===== src/rtl/ascii_reading_parser_pkg.sv =====
// Shared ASCII byte codes, parser FSM states and the packed reading-word layout
// used by both this parser and the display/ASCII encoder.
package ascii_reading_parser_pkg;

    localparam logic [7:0] ASCII_ZERO  = 8'h30;
    localparam logic [7:0] ASCII_NINE  = 8'h39;
    localparam logic [7:0] ASCII_MINUS = 8'h2D;
    localparam logic [7:0] ASCII_DOT   = 8'h2E;
    localparam logic [7:0] ASCII_COMMA = 8'h2C;
    localparam logic [7:0] ASCII_CR    = 8'h0D;
    localparam logic [7:0] ASCII_LF    = 8'h0A;
    localparam logic [7:0] ASCII_SPACE = 8'h20;

    localparam int HUM_INT_LSB   = 24;
    localparam int HUM_FRAC_LSB  = 16;
    localparam int TEMP_INT_LSB  = 8;
    localparam int SIGN_BIT      = 7;
    localparam int TEMP_FRAC_LSB = 0;

    typedef enum logic [2:0] {
        ST_IDLE,
        ST_T_INT,
        ST_T_FRAC,
        ST_T_SEP,
        ST_H_INT,
        ST_H_FRAC,
        ST_H_END,
        ST_ERR
    } state_t;

    typedef enum logic [2:0] {
        CL_DIGIT,
        CL_MINUS,
        CL_DOT,
        CL_COMMA,
        CL_TERM,
        CL_SPACE,
        CL_OTHER
    } byte_class_t;

    function automatic byte_class_t classify(input logic [7:0] b);
        byte_class_t c;
        c = CL_OTHER;
        case (b)
            ASCII_MINUS:        c = CL_MINUS;
            ASCII_DOT:          c = CL_DOT;
            ASCII_COMMA:        c = CL_COMMA;
            ASCII_CR, ASCII_LF: c = CL_TERM;
            ASCII_SPACE:        c = CL_SPACE;
            default:            c = CL_OTHER;
        endcase
        if (b >= ASCII_ZERO && b <= ASCII_NINE) begin
            c = CL_DIGIT;
        end
        return c;
    endfunction

endpackage


===== src/rtl/ascii_dec_accum.sv =====
// Decimal integer accumulator shared by the temperature and humidity fields; state updates
// one cycle after clr/load/step, and ovf flags in advance that the next step would be illegal.
module ascii_dec_accum #(
    parameter int MAX_DIGITS = 3,
    parameter int CW         = 2
) (
    input  logic          sys_clk,
    input  logic          sys_rst,
    input  logic          clr,
    input  logic          load,
    input  logic          step,
    input  logic [3:0]    digit,
    output logic [7:0]    acc_byte,
    output logic [CW-1:0] cnt,
    output logic          ovf
);
    import ascii_reading_parser_pkg::*;

    logic [8:0]    acc_q, acc_d;
    logic [CW-1:0] cnt_q, cnt_d;
    logic [11:0]   step_val;

    // acc*10 + digit, wide enough that any overflow is visible before it is stored
    assign step_val = {acc_q, 3'b000} + {2'b00, acc_q, 1'b0} + {8'h00, digit};

    assign ovf      = acc_q[8] || (cnt_q >= CW'(MAX_DIGITS)) || (step_val > 12'd255);
    assign acc_byte = acc_q[7:0];
    assign cnt      = cnt_q;

    always_comb begin
        acc_d = acc_q;
        cnt_d = cnt_q;
        if (clr) begin
            acc_d = '0;
            cnt_d = '0;
        end else if (load) begin
            acc_d = {5'b00000, digit};
            cnt_d = CW'(1);
        end else if (step) begin
            acc_d = step_val[8:0];
            cnt_d = cnt_q + CW'(1);
        end
    end

    always_ff @(posedge sys_clk or posedge sys_rst) begin
        if (sys_rst) begin
            acc_q <= '0;
            cnt_q <= '0;
        end else begin
            acc_q <= acc_d;
            cnt_q <= cnt_d;
        end
    end

endmodule


===== src/rtl/ascii_reading_parser.sv =====
// Parses "[-]T[.t],H[.h]<CR|LF>" lines from the RX byte stream into the packed sensor word;
// result/error pulse one cycle after the deciding byte; always ready, no backpressure.
module ascii_reading_parser #(
    parameter int MAX_INT_DIGITS = 3,
    parameter int TIMEOUT_CYCLES = 50_000_000
) (
    input  logic        sys_clk,
    input  logic        sys_rst,
    input  logic [7:0]  rx_data,
    input  logic        rx_valid,
    output logic [31:0] data_valid,
    output logic        data_update,
    output logic        parse_err,
    output logic        busy
);
    import ascii_reading_parser_pkg::*;

    localparam int            CW       = (MAX_INT_DIGITS < 1) ? 1 : $clog2(MAX_INT_DIGITS + 1);
    localparam int            TW       = (TIMEOUT_CYCLES < 2) ? 1 : $clog2(TIMEOUT_CYCLES + 1);
    localparam logic [TW-1:0] TMO_LAST = TW'(TIMEOUT_CYCLES - 1);
    localparam bit            TMO_EN   = (TIMEOUT_CYCLES != 0);

    state_t        state_q, state_d;
    byte_class_t   cls;
    logic [3:0]    digit;
    logic          byte_act;
    logic [7:0]    acc_byte;
    logic [CW-1:0] acc_cnt;
    logic          acc_empty, acc_ovf, acc_clr, acc_load, acc_step;
    logic          frame_err, commit, tmo_hit;

    logic          sign_q, sign_d;
    logic [7:0]    temp_int_q, temp_int_d;
    logic [6:0]    temp_frac_q, temp_frac_d;
    logic [7:0]    hum_frac_q, hum_frac_d;
    logic [31:0]   data_valid_q, data_valid_d;
    logic          data_update_q, data_update_d;
    logic          parse_err_q, parse_err_d;
    logic [TW-1:0] tmo_cnt_q, tmo_cnt_d;

    assign cls       = classify(rx_data);
    assign digit     = rx_data[3:0];
    assign byte_act  = rx_valid && (cls != CL_SPACE);
    assign acc_empty = (acc_cnt == '0);
    // A byte arriving on the limit cycle takes priority over the timeout
    assign tmo_hit   = TMO_EN && (state_q != ST_IDLE) && !rx_valid && (tmo_cnt_q == TMO_LAST);

    ascii_dec_accum #(
        .MAX_DIGITS (MAX_INT_DIGITS),
        .CW         (CW)
    ) u_accum (
        .sys_clk  (sys_clk),
        .sys_rst  (sys_rst),
        .clr      (acc_clr),
        .load     (acc_load),
        .step     (acc_step),
        .digit    (digit),
        .acc_byte (acc_byte),
        .cnt      (acc_cnt),
        .ovf      (acc_ovf)
    );

    always_ff @(posedge sys_clk or posedge sys_rst) begin
        if (sys_rst) begin
            state_q <= ST_IDLE;
        end else begin
            state_q <= state_d;
        end
    end

    always_comb begin
        state_d   = state_q;
        frame_err = 1'b0;
        commit    = 1'b0;
        if (byte_act) begin
            case (state_q)
                ST_IDLE: begin
                    case (cls)
                        CL_MINUS, CL_DIGIT: state_d = ST_T_INT;
                        CL_TERM:            state_d = ST_IDLE;
                        default:            frame_err = 1'b1;
                    endcase
                end
                ST_T_INT: begin
                    case (cls)
                        CL_DIGIT: frame_err = acc_ovf;
                        CL_DOT:   if (acc_empty) frame_err = 1'b1; else state_d = ST_T_FRAC;
                        CL_COMMA: if (acc_empty) frame_err = 1'b1; else state_d = ST_H_INT;
                        default:  frame_err = 1'b1;
                    endcase
                end
                ST_T_FRAC: if (cls == CL_DIGIT) state_d = ST_T_SEP; else frame_err = 1'b1;
                ST_T_SEP:  if (cls == CL_COMMA) state_d = ST_H_INT; else frame_err = 1'b1;
                ST_H_INT: begin
                    case (cls)
                        CL_DIGIT: frame_err = acc_ovf;
                        CL_DOT:   if (acc_empty) frame_err = 1'b1; else state_d = ST_H_FRAC;
                        CL_TERM:  if (acc_empty) frame_err = 1'b1; else commit = 1'b1;
                        default:  frame_err = 1'b1;
                    endcase
                end
                ST_H_FRAC: if (cls == CL_DIGIT) state_d = ST_H_END; else frame_err = 1'b1;
                ST_H_END:  if (cls == CL_TERM) commit = 1'b1; else frame_err = 1'b1;
                default:   if (cls == CL_TERM) state_d = ST_IDLE;
            endcase
            if (frame_err) begin
                state_d = (cls == CL_TERM) ? ST_IDLE : ST_ERR;
            end
            if (commit) begin
                state_d = ST_IDLE;
            end
        end else if (tmo_hit) begin
            state_d   = ST_IDLE;
            frame_err = (state_q != ST_ERR);
        end
    end

    always_comb begin
        sign_d        = sign_q;
        temp_int_d    = temp_int_q;
        temp_frac_d   = temp_frac_q;
        hum_frac_d    = hum_frac_q;
        data_valid_d  = data_valid_q;
        data_update_d = commit;
        parse_err_d   = frame_err;
        acc_clr       = (state_d == ST_IDLE);
        acc_load      = 1'b0;
        acc_step      = 1'b0;

        if (byte_act && !frame_err) begin
            case (state_q)
                ST_IDLE: begin
                    if (cls == CL_MINUS) sign_d = 1'b1;
                    if (cls == CL_DIGIT) begin
                        sign_d   = 1'b0;
                        acc_load = 1'b1;
                    end
                end
                ST_T_INT: begin
                    if (cls == CL_DIGIT) acc_step = 1'b1;
                    if (cls == CL_DOT || cls == CL_COMMA) begin
                        temp_int_d = acc_byte;
                        acc_clr    = 1'b1;
                    end
                    if (cls == CL_COMMA) temp_frac_d = '0;
                end
                ST_T_FRAC: temp_frac_d = {3'b000, digit};
                ST_H_INT:  if (cls == CL_DIGIT) acc_step = 1'b1;
                ST_H_FRAC: hum_frac_d = {4'h0, digit};
                default: ;
            endcase
        end

        if (commit) begin
            data_valid_d                        = '0;
            data_valid_d[HUM_INT_LSB +: 8]      = acc_byte;
            data_valid_d[HUM_FRAC_LSB +: 8]     = (state_q == ST_H_END) ? hum_frac_q : 8'h00;
            data_valid_d[TEMP_INT_LSB +: 8]     = temp_int_q;
            // Negative zero is reported as plain zero
            data_valid_d[SIGN_BIT]              = sign_q && ((temp_int_q != '0) || (temp_frac_q != '0));
            data_valid_d[TEMP_FRAC_LSB +: 7]    = temp_frac_q;
        end

        if (!TMO_EN || rx_valid || (state_q == ST_IDLE) || tmo_hit) begin
            tmo_cnt_d = '0;
        end else begin
            tmo_cnt_d = tmo_cnt_q + TW'(1);
        end
    end

    always_ff @(posedge sys_clk or posedge sys_rst) begin
        if (sys_rst) begin
            sign_q        <= 1'b0;
            temp_int_q    <= '0;
            temp_frac_q   <= '0;
            hum_frac_q    <= '0;
            data_valid_q  <= '0;
            data_update_q <= 1'b0;
            parse_err_q   <= 1'b0;
            tmo_cnt_q     <= '0;
        end else begin
            sign_q        <= sign_d;
            temp_int_q    <= temp_int_d;
            temp_frac_q   <= temp_frac_d;
            hum_frac_q    <= hum_frac_d;
            data_valid_q  <= data_valid_d;
            data_update_q <= data_update_d;
            parse_err_q   <= parse_err_d;
            tmo_cnt_q     <= tmo_cnt_d;
        end
    end

    assign data_valid  = data_valid_q;
    assign data_update = data_update_q;
    assign parse_err   = parse_err_q;
    assign busy        = (state_q != ST_IDLE);

endmodule

===== config.mk =====
export PLATFORM = sky130hd
export DESIGN_NAME = ascii_reading_parser
export DESIGN_NICKNAME = d
export VERILOG_FILES = /design/src/rtl/ascii_reading_parser_pkg.sv /design/src/rtl/ascii_dec_accum.sv /design/src/rtl/ascii_reading_parser.sv
export SDC_FILE = /design/constraint.sdc
export NUM_CORES = 1
export LEC_CHECK = 0
export ABC_AREA = 0
export CAP_MARGIN = 20
export CORE_MARGIN = 3
export CORE_UTILIZATION = 45
export DETAILED_ROUTE_END_ITERATION = 6
export PLACE_DENSITY = 0.63
export RECOVER_POWER = 50
export SETUP_SLACK_MARGIN = 0.05
export SYNTH_ARGS = -nofsm -noshare
export SYNTH_HDL_FRONTEND = slang
export SYNTH_SLANG_ARGS = --single-unit

===== constraint.sdc =====
create_clock -name sys_clk -period 5.8 [get_ports sys_clk]
set_input_delay 0.58 -clock sys_clk [delete_from_list [all_inputs] [get_ports sys_clk]]
set_output_delay 0.58 -clock sys_clk [all_outputs]
set_load 0.03 [all_outputs]

==> metrics.md <==
| Metric | Value |
|---|---|
| Number of input and output port buffers inserted | 38 |
| Transition time at the pin with the least slew margin | 1.59 ns |
| CP endpoint kind | register |
| Mux share of post-synthesis cell area | 3.43% |
| Vias per cell | 5.51 |
| Peak VDD IR | 0.000140 V |
| Most frequently used flop master after synthesis | sky130_fd_sc_hd__dfrtp_1 |
| Required @ worst endpoint | approximately 6.0 ns |
| Clk pin slew, worst setup/hold paths | 0.08 ns |
| List of cells traversed by the critical path | clkdlybuf4s50_1 -> buf_4 -> inv_1 -> fa_1 -> inv_1 -> fa_1 -> a211o_1 -> a21oi_1 -> mux2i_1 -> nand3_1 -> o31a_1 -> a21bo_2 -> nor2_1 -> o21ai_0 -> a32o_1 |
| Die height | 109 um |
| Number of levels in the clock H-tree | 3 |
| Initial cell density of the core | 47.4% |
| Die outline area | between 0.01 and 0.015 mm2 |
| Final worst-path cycle share | 78.0% |
| NumNets Final | 586 |
| Worst-path fanout max | 13 |
| Maximum count of clock buffers along a single path | 2 |
| Adder and majority gate portion of the synthesized area | ~6% |
| Wire length the detailed router placed on met1 | 5440 um |
| Fraction of registers with async set or reset after synthesis | 100% |
| Fraction of power consumed by sequential logic | between 40% and 50% |
| Gr usage total | around a fifth |
| Outcome | finished with violations |
| Latest clock arrival within the worst-skew pair | 0.35 ns |
| Worst setup SP type | input port |
| Number of DRC violations after detailed-routing iteration 0 | 313 |
| RSZ-0062 raised after global routing | false |
| Flop and latch count out of synthesis | 84 |
| Part of the total power dissipated in the clock network | 27.0% |
| Number of max-cap violations | 1 |
| Setup violations, final | 0 |
| Post-synthesis instance area | 0.00474 mm2 |
| Initial antenna violation count | 0 |
| Total congestion overflow after global routing | 0 |
| Xor/xnor share of the synthesized area | 4.62% |
| Switching power share of the total | 34.8% |
| Final worst path period need | 4.53 ns |
| Via count of the first global-routing pass | 3672 |
| Compound-gate portion of the synthesized area | 14.0% |
| Number of buffers created by CTS | 9 |
| Clock root buffer | sky130_fd_sc_hd__clkbuf_8 |
| Number of DRC violations after detailed routing | 0 |
| CTS resizes | 0 |
| Standard cell with the maximum stage delay on the critical path | sky130_fd_sc_hd__fa_1 |
| Setup slack after layout | 1.27 ns |
| Met3 routed wirelength | around 500 um |
| Count of flip-flops with a built-in enable after synthesis | 0 |
| Hold buffer count at cts | 0 |
| FILL cells | 958 |
| Power density over the cells | roughly 290 mW/mm2 |
| Relative slew margins | -5.76% |
| Placer Congestion | 0.902 |
| Count of vias placed by the detailed router | 3804 |
| Largest stage delay on the critical path | 0.54 ns |
| Ranking of synthesized cells by area | sky130_fd_sc_hd__dfrtp_1, sky130_fd_sc_hd__nand2_1, sky130_fd_sc_hd__ha_1, sky130_fd_sc_hd__nor2_1, sky130_fd_sc_hd__xor2_1 |
| Post-DR wirelength/cell | 15.5 um |
| Switching pwr | 543 uW |
| Count of different cell masters after synthesis | 64 |
| Total Power | 1560 uW |
| Clock Skew | approximately 0.010 ns |
| Most frequent cells after synthesis | sky130_fd_sc_hd__nand2_1, sky130_fd_sc_hd__dfrtp_1, sky130_fd_sc_hd__nor2_1 |
| Clock tree from TritonCTS | done |
| Worst Hold Class | reg2reg |
| Main combinational cell family by area after synthesis | simple AND/OR/NAND/NOR gates |
| Final Max Tran Viols | 27 |
| Highest metal layer with signal wires | met4 |
| Power share of the combinational group | 26.9% |
| Basic-gate share of the synthesized area counting and, or, nand and nor cells | 23.2% |
| Total Neg Setup Slack | 0 ns |
| Average size of a mapped cell | 9.15 um2 |
| Number of iterations in the first detailed-routing pass | 5 |
| Diodes inserted | 0 |
| Hold Path Stages | 2 |
| Hold violation total from the final report | 0 |
| Most frequent cell after synthesis | sky130_fd_sc_hd__nand2_1 |
| Num ports | 46 |
| Post-CTS Repair Setup Buffers | 0 |
| Antenna-violating nets left | 0 |
| Number of instances in the synthesized netlist | 518 |
| Critical Path AT | 4.76 ns |
| Wire length on met2 | approximately 4700 um |
| Top-area cell type share of the netlist area | 44.4% |
| Synthesis Warnings | 0 |
| Class of the most critical setup path | in2reg |
| Internal power | 1020 uW |
| Half-perimeter wire length of the detailed placement result | 7690 um |
| Achievable clock frequency | 221 MHz |
| Number of clock sinks | 84 |
| Fraction of final layout cells sized beyond drive strength 1 | slightly above 7% |
| Detailed Route WL | around 11000 um |
| Core Region | 0.0100 mm2 |
| R2R cell count | 13 |
| Area growth from synthesis to final layout | 14.7% |
| FF-to-FF End | temp_frac_q[3] |
| Synth area leader | sky130_fd_sc_hd__dfrtp_1 |
| Endpoint with the worst hold slack | data_valid[28] |
| Dpl ws | 0.907 ns |
| Worst R2R Start | u_accum.acc_q[0] |
| Part of the Yosys area used for sequential elements | between 40% and 50% |
| DIE WIDTH | about 110 um |
| Global-route wire length before repair | around 18000 um |
| Row count | 36 |
| FF-to-FF setup slack | 1.76 ns |
| Pin count of the biggest net entering global routing | 85 |
| Launch instance of the worst min-delay path | data_valid[28] |
| Violated checks | max-capacitance violations, max-slew violations |
| Reported leakage power | roughly 0.0026 uW |
[cell usage in the layout, fill, tap and decap left out, types with 7 or more instances in the layout]
cell type                          n
sky130_fd_sc_hd__conb_1            7
sky130_fd_sc_hd__dlygate4sd3_1    13
sky130_fd_sc_hd__ha_1             20
sky130_fd_sc_hd__inv_1            15
sky130_fd_sc_hd__clkbuf_8         10
sky130_fd_sc_hd__nor3_1           14
sky130_fd_sc_hd__nor2_1           48
sky130_fd_sc_hd__nand2_1          93
sky130_fd_sc_hd__mux2_2           10
sky130_fd_sc_hd__a21oi_1          23
sky130_fd_sc_hd__and4_1            7
sky130_fd_sc_hd__xor2_1           19
sky130_fd_sc_hd__clkdlybuf4s50_1  25
sky130_fd_sc_hd__nand3_1          21
sky130_fd_sc_hd__dfrtp_1          84
sky130_fd_sc_hd__o21ai_0          25
sky130_fd_sc_hd__and3_1            7
[per-layer routing]
layer	vias up	global-route usage [%]
met2	97	28.4
met3	9	1.78
met5	-	0
li1	1887	-
met4	0	7.94
met1	1811	30.0
[area by class of cell]
type,instances,area (um2),area share [%]
inverter,17,65.1,1.20
clock inverter,3,46.3,0.852
timing repair buffer,45,447,8.22
sequential,84,2100,38.7
multi-input combinational,396,2460,45.3
tap,133,166,3.06
clock buffer,13,149,2.74
[power groups by stage]
stage               logic (uW)  clock network, uW  registers [uW]
floorplan                  340                  0             691
global placement           413                  0             732
detailed placement         417                  0             730
CTS                        419                431             718
global route               474                456             732
finish                     420                421             719
[how the worst max path moves through the flow]
stage,slack [ns],start,depth (start not counted),endpoint
global placement,0.96,rx_data[3],16,u_accum.cnt[1]
detailed placement,0.91,rx_data[3],16,u_accum.cnt[1]
floorplan,1.65,rx_data[3],15,u_accum.acc_q[4]
CTS,1.29,rx_data[3],16,u_accum.acc_q[4]
finish,1.27,rx_data[3],15,temp_frac_q[3]
global route,0.88,rx_data[3],15,temp_frac_q[3]
[cell families (layout without fill, tap and decap cells)]
kind of cell	after synthesis	in the layout
other	1	7
multiplexers	15	15
XOR/XNOR	25	25
AND/OR/NAND/NOR	229	229
buffers and inverters	44	78
flip-flops	84	84
adder cells (fa/ha/maj)	22	22
AO/OA/AOI/OAI	98	98
[state kept, by name, summed over array words and instances (netlist names)]
name	count
data_update	1
data_valid	25
hum_frac_q	4
parse_err	1
sign_q	1
state_q	3
temp_frac_q	4
temp_int_q	8
tmo_cnt_q	26
u_accum.acc_q	9
u_accum.cnt	2
[stage by stage]
step	std cells	util [%]	cell area [um2]	hold WS, ns
floorplan	524	-	4760	0.457
global placement	673	52.1	5210	0.457
detailed placement	673	52.1	5210	0.463
CTS	689	54.1	5410	0.484
global route	691	54.4	5440	0.497
finish	691	54.4	5440	0.472
[worst max-delay path: cells and delay by family]
kind | cells | cell delay, ns
buffers and inverters | 4 | 0.79
adders and majority gates | 2 | 1.02
AOI/OAI and AO/OA | 6 | 1.65
and+or+nand+nor | 2 | 0.49
muxes | 1 | 0.23
Power figures use the tool's default switching activity.
==> variant (same flow settings) <==
Add an input register stage for `rx_data` and `rx_valid`; this delays them by one clock.
--- a/src/rtl/ascii_reading_parser.sv
+++ b/src/rtl/ascii_reading_parser.sv
@@ -20,6 +20,14 @@
     localparam logic [TW-1:0] TMO_LAST = TW'(TIMEOUT_CYCLES - 1);
     localparam bit            TMO_EN   = (TIMEOUT_CYCLES != 0);
 
+    logic [7:0] rx_data_q;
+    logic rx_valid_q;
+
+    always_ff @(posedge sys_clk) begin
+        rx_data_q  <= rx_data;
+        rx_valid_q <= rx_valid;
+    end
+
     state_t        state_q, state_d;
     byte_class_t   cls;
     logic [3:0]    digit;
@@ -38,12 +46,12 @@
     logic          parse_err_q, parse_err_d;
     logic [TW-1:0] tmo_cnt_q, tmo_cnt_d;
 
-    assign cls       = classify(rx_data);
-    assign digit     = rx_data[3:0];
-    assign byte_act  = rx_valid && (cls != CL_SPACE);
+    assign cls       = classify(rx_data_q);
+    assign digit     = rx_data_q[3:0];
+    assign byte_act  = rx_valid_q && (cls != CL_SPACE);
     assign acc_empty = (acc_cnt == '0);
     // A byte arriving on the limit cycle takes priority over the timeout
-    assign tmo_hit   = TMO_EN && (state_q != ST_IDLE) && !rx_valid && (tmo_cnt_q == TMO_LAST);
+    assign tmo_hit   = TMO_EN && (state_q != ST_IDLE) && !rx_valid_q && (tmo_cnt_q == TMO_LAST);
 
     ascii_dec_accum #(
         .MAX_DIGITS (MAX_INT_DIGITS),
@@ -161,7 +169,7 @@
             data_valid_d[TEMP_FRAC_LSB +: 7]    = temp_frac_q;
         end
 
-        if (!TMO_EN || rx_valid || (state_q == ST_IDLE) || tmo_hit) begin
+        if (!TMO_EN || rx_valid_q || (state_q == ST_IDLE) || tmo_hit) begin
             tmo_cnt_d = '0;
         end else begin
             tmo_cnt_d = tmo_cnt_q + TW'(1);
Formal check against the unedited RTL: not equivalent (a bounded check fails within 4 cycles, from zero or initial values and one cycle with sys_rst high).
==> variant against the unedited design <==
Worst setup slack got worse by 0.075 ns. Design area up 5.8%. Count of clock-buffer cells in the layout decreased by 1. Sequential cell count grew 9. Routed wire length rose by 4.4%. Core utilization fell by 1.6 points. Power increased by 1.9%. Clock skew decreased by 0.0024 ns. Area after synthesis grew 6.7%. Final cell count down 2.5%. Global-route usage down 0.75 points. Critical path type is now reg2reg. Critical endpoint is now temp_int_q[3]$_DFFE_PP0P_. Highest routed layer unchanged.
==> variant: results (changes against the unedited design) <==
vias in the first global route 3890 (+5.9%); commonest cells in the netlist dfrtp_1 (84), nor2_1 (47), mux2_2 (32); GR Util All Layers 18.8% (-0.75 points); r2r startpoint rx_data_q[3]$_DFF_P_; GRT met3 Usage 3.45% (+1.7 points); Worst slew margin 32.7% (+38 points); Worst VDD drop 0.133 mV (-5.3%); initial DRC count 270 (-14%); drt via density 5.79 (+5.2%); Post-Syn Area per Cell 10.3 µm² (+12%); Hold Crit Depth 1 (-1); DP Area 5560 µm² (+6.7%); met2 usage 28.3% (-0.12 points); Crit Path Class reg2reg; sw frac 35.9% (+1.0 points); synth unique cells 65 (+1.6%); Final Hold Slack 0.489 ns (+0.0164 ns); nets 562 (-4.1%); post-route cell area 5750 µm² (+5.8%); Fillers 1002 (+4.6%); first-pass GRT wire length 19500 µm (+7.0%); post-synthesis sequential area ratio 45.1% (+0.78 points); status finished clean; hpwl dp 7840 µm (+2.0%); Max Clock Skew 0.00773 ns (-0.00237 ns); Ys Warns 0 (unchanged); Final WS setup 1.20 ns (-0.0748 ns); crit path DAT 4.85 ns (+0.09 ns); Hold Startpoint tmo_cnt_q[0]$_DFF_PP0_; Synth area leaders dfrtp_1 (42%), mux2_2 (7.1%), ha_1 (4.9%); GR Util met1 27.4% (-2.6 points); worst reg2reg path endpoint temp_int_q[3]$_DFFE_PP0P_; worst hold path endpoint tmo_cnt_q[0]$_DFF_PP0_
[variant: cell types whose count changed after synthesis, moves of 5 or more]
cell / delta
a21oi_1: -10
and4_1: -7
inv_1: +8
mux2_2: +22
nand2_1: -67
nand4_1: +5
a211oi_1: +6
nor3b_1: -5
dfxtp_1: +9
xor2_1: -5
[variant: per-layer routing]
layer  vias up  wire, µm
li1       1853         -
met1      1912      5480
met2       115      4950
met3        25       570
met4         0       201
met5         -         0
[variant: final cells by class]
type                            instances  share of cell area, %
Clock buffer                           12                   2.52
Clock inverter                          4                  0.413
Inverter                               24                   1.59
Multi-Input combinational cell        358                   45.2
Sequential cell                        93                   39.7
Tap cell                              140                   3.05
Timing Repair Buffer                   43                   7.49
[variant: cell families after synthesis]
logic type	Yosys count	share of synthesized area [%]
buffers and inverters	48	4.11
xor gates and xnor gates	24	4.16
AOI/OAI and AO/OA	103	15.3
other	1	0.0741
adders and majority gates	22	5.74
and+or+nand+nor	163	16.7
DFF	93	45.1
muxes	39	8.76
[variant: critical path, cell delays in order (launching register included)]
cell and delay (ns):
dfxtp_1 0.49, inv_1 0.17, fa_1 0.56, inv_1 0.07, fa_1 0.47, a211o_1 0.34
a21o_1 0.20, o21bai_1 0.16, o211ai_1 0.22, a2111oi_4 0.49, a22oi_2 0.35, nor4_4 0.56
mux2_2 0.40
[variant: power by group through the flow]
stage,registers (W),logic [W],clock network [W]
final,0.000786,0.000414,0.000389
after global routing,0.000796,0.000464,0.000432
after CTS,0.000783,0.000410,0.000405
after detailed placement,0.000796,0.000409,0
after global placement,0.000797,0.000408,0
after floorplan,0.000746,0.000346,0
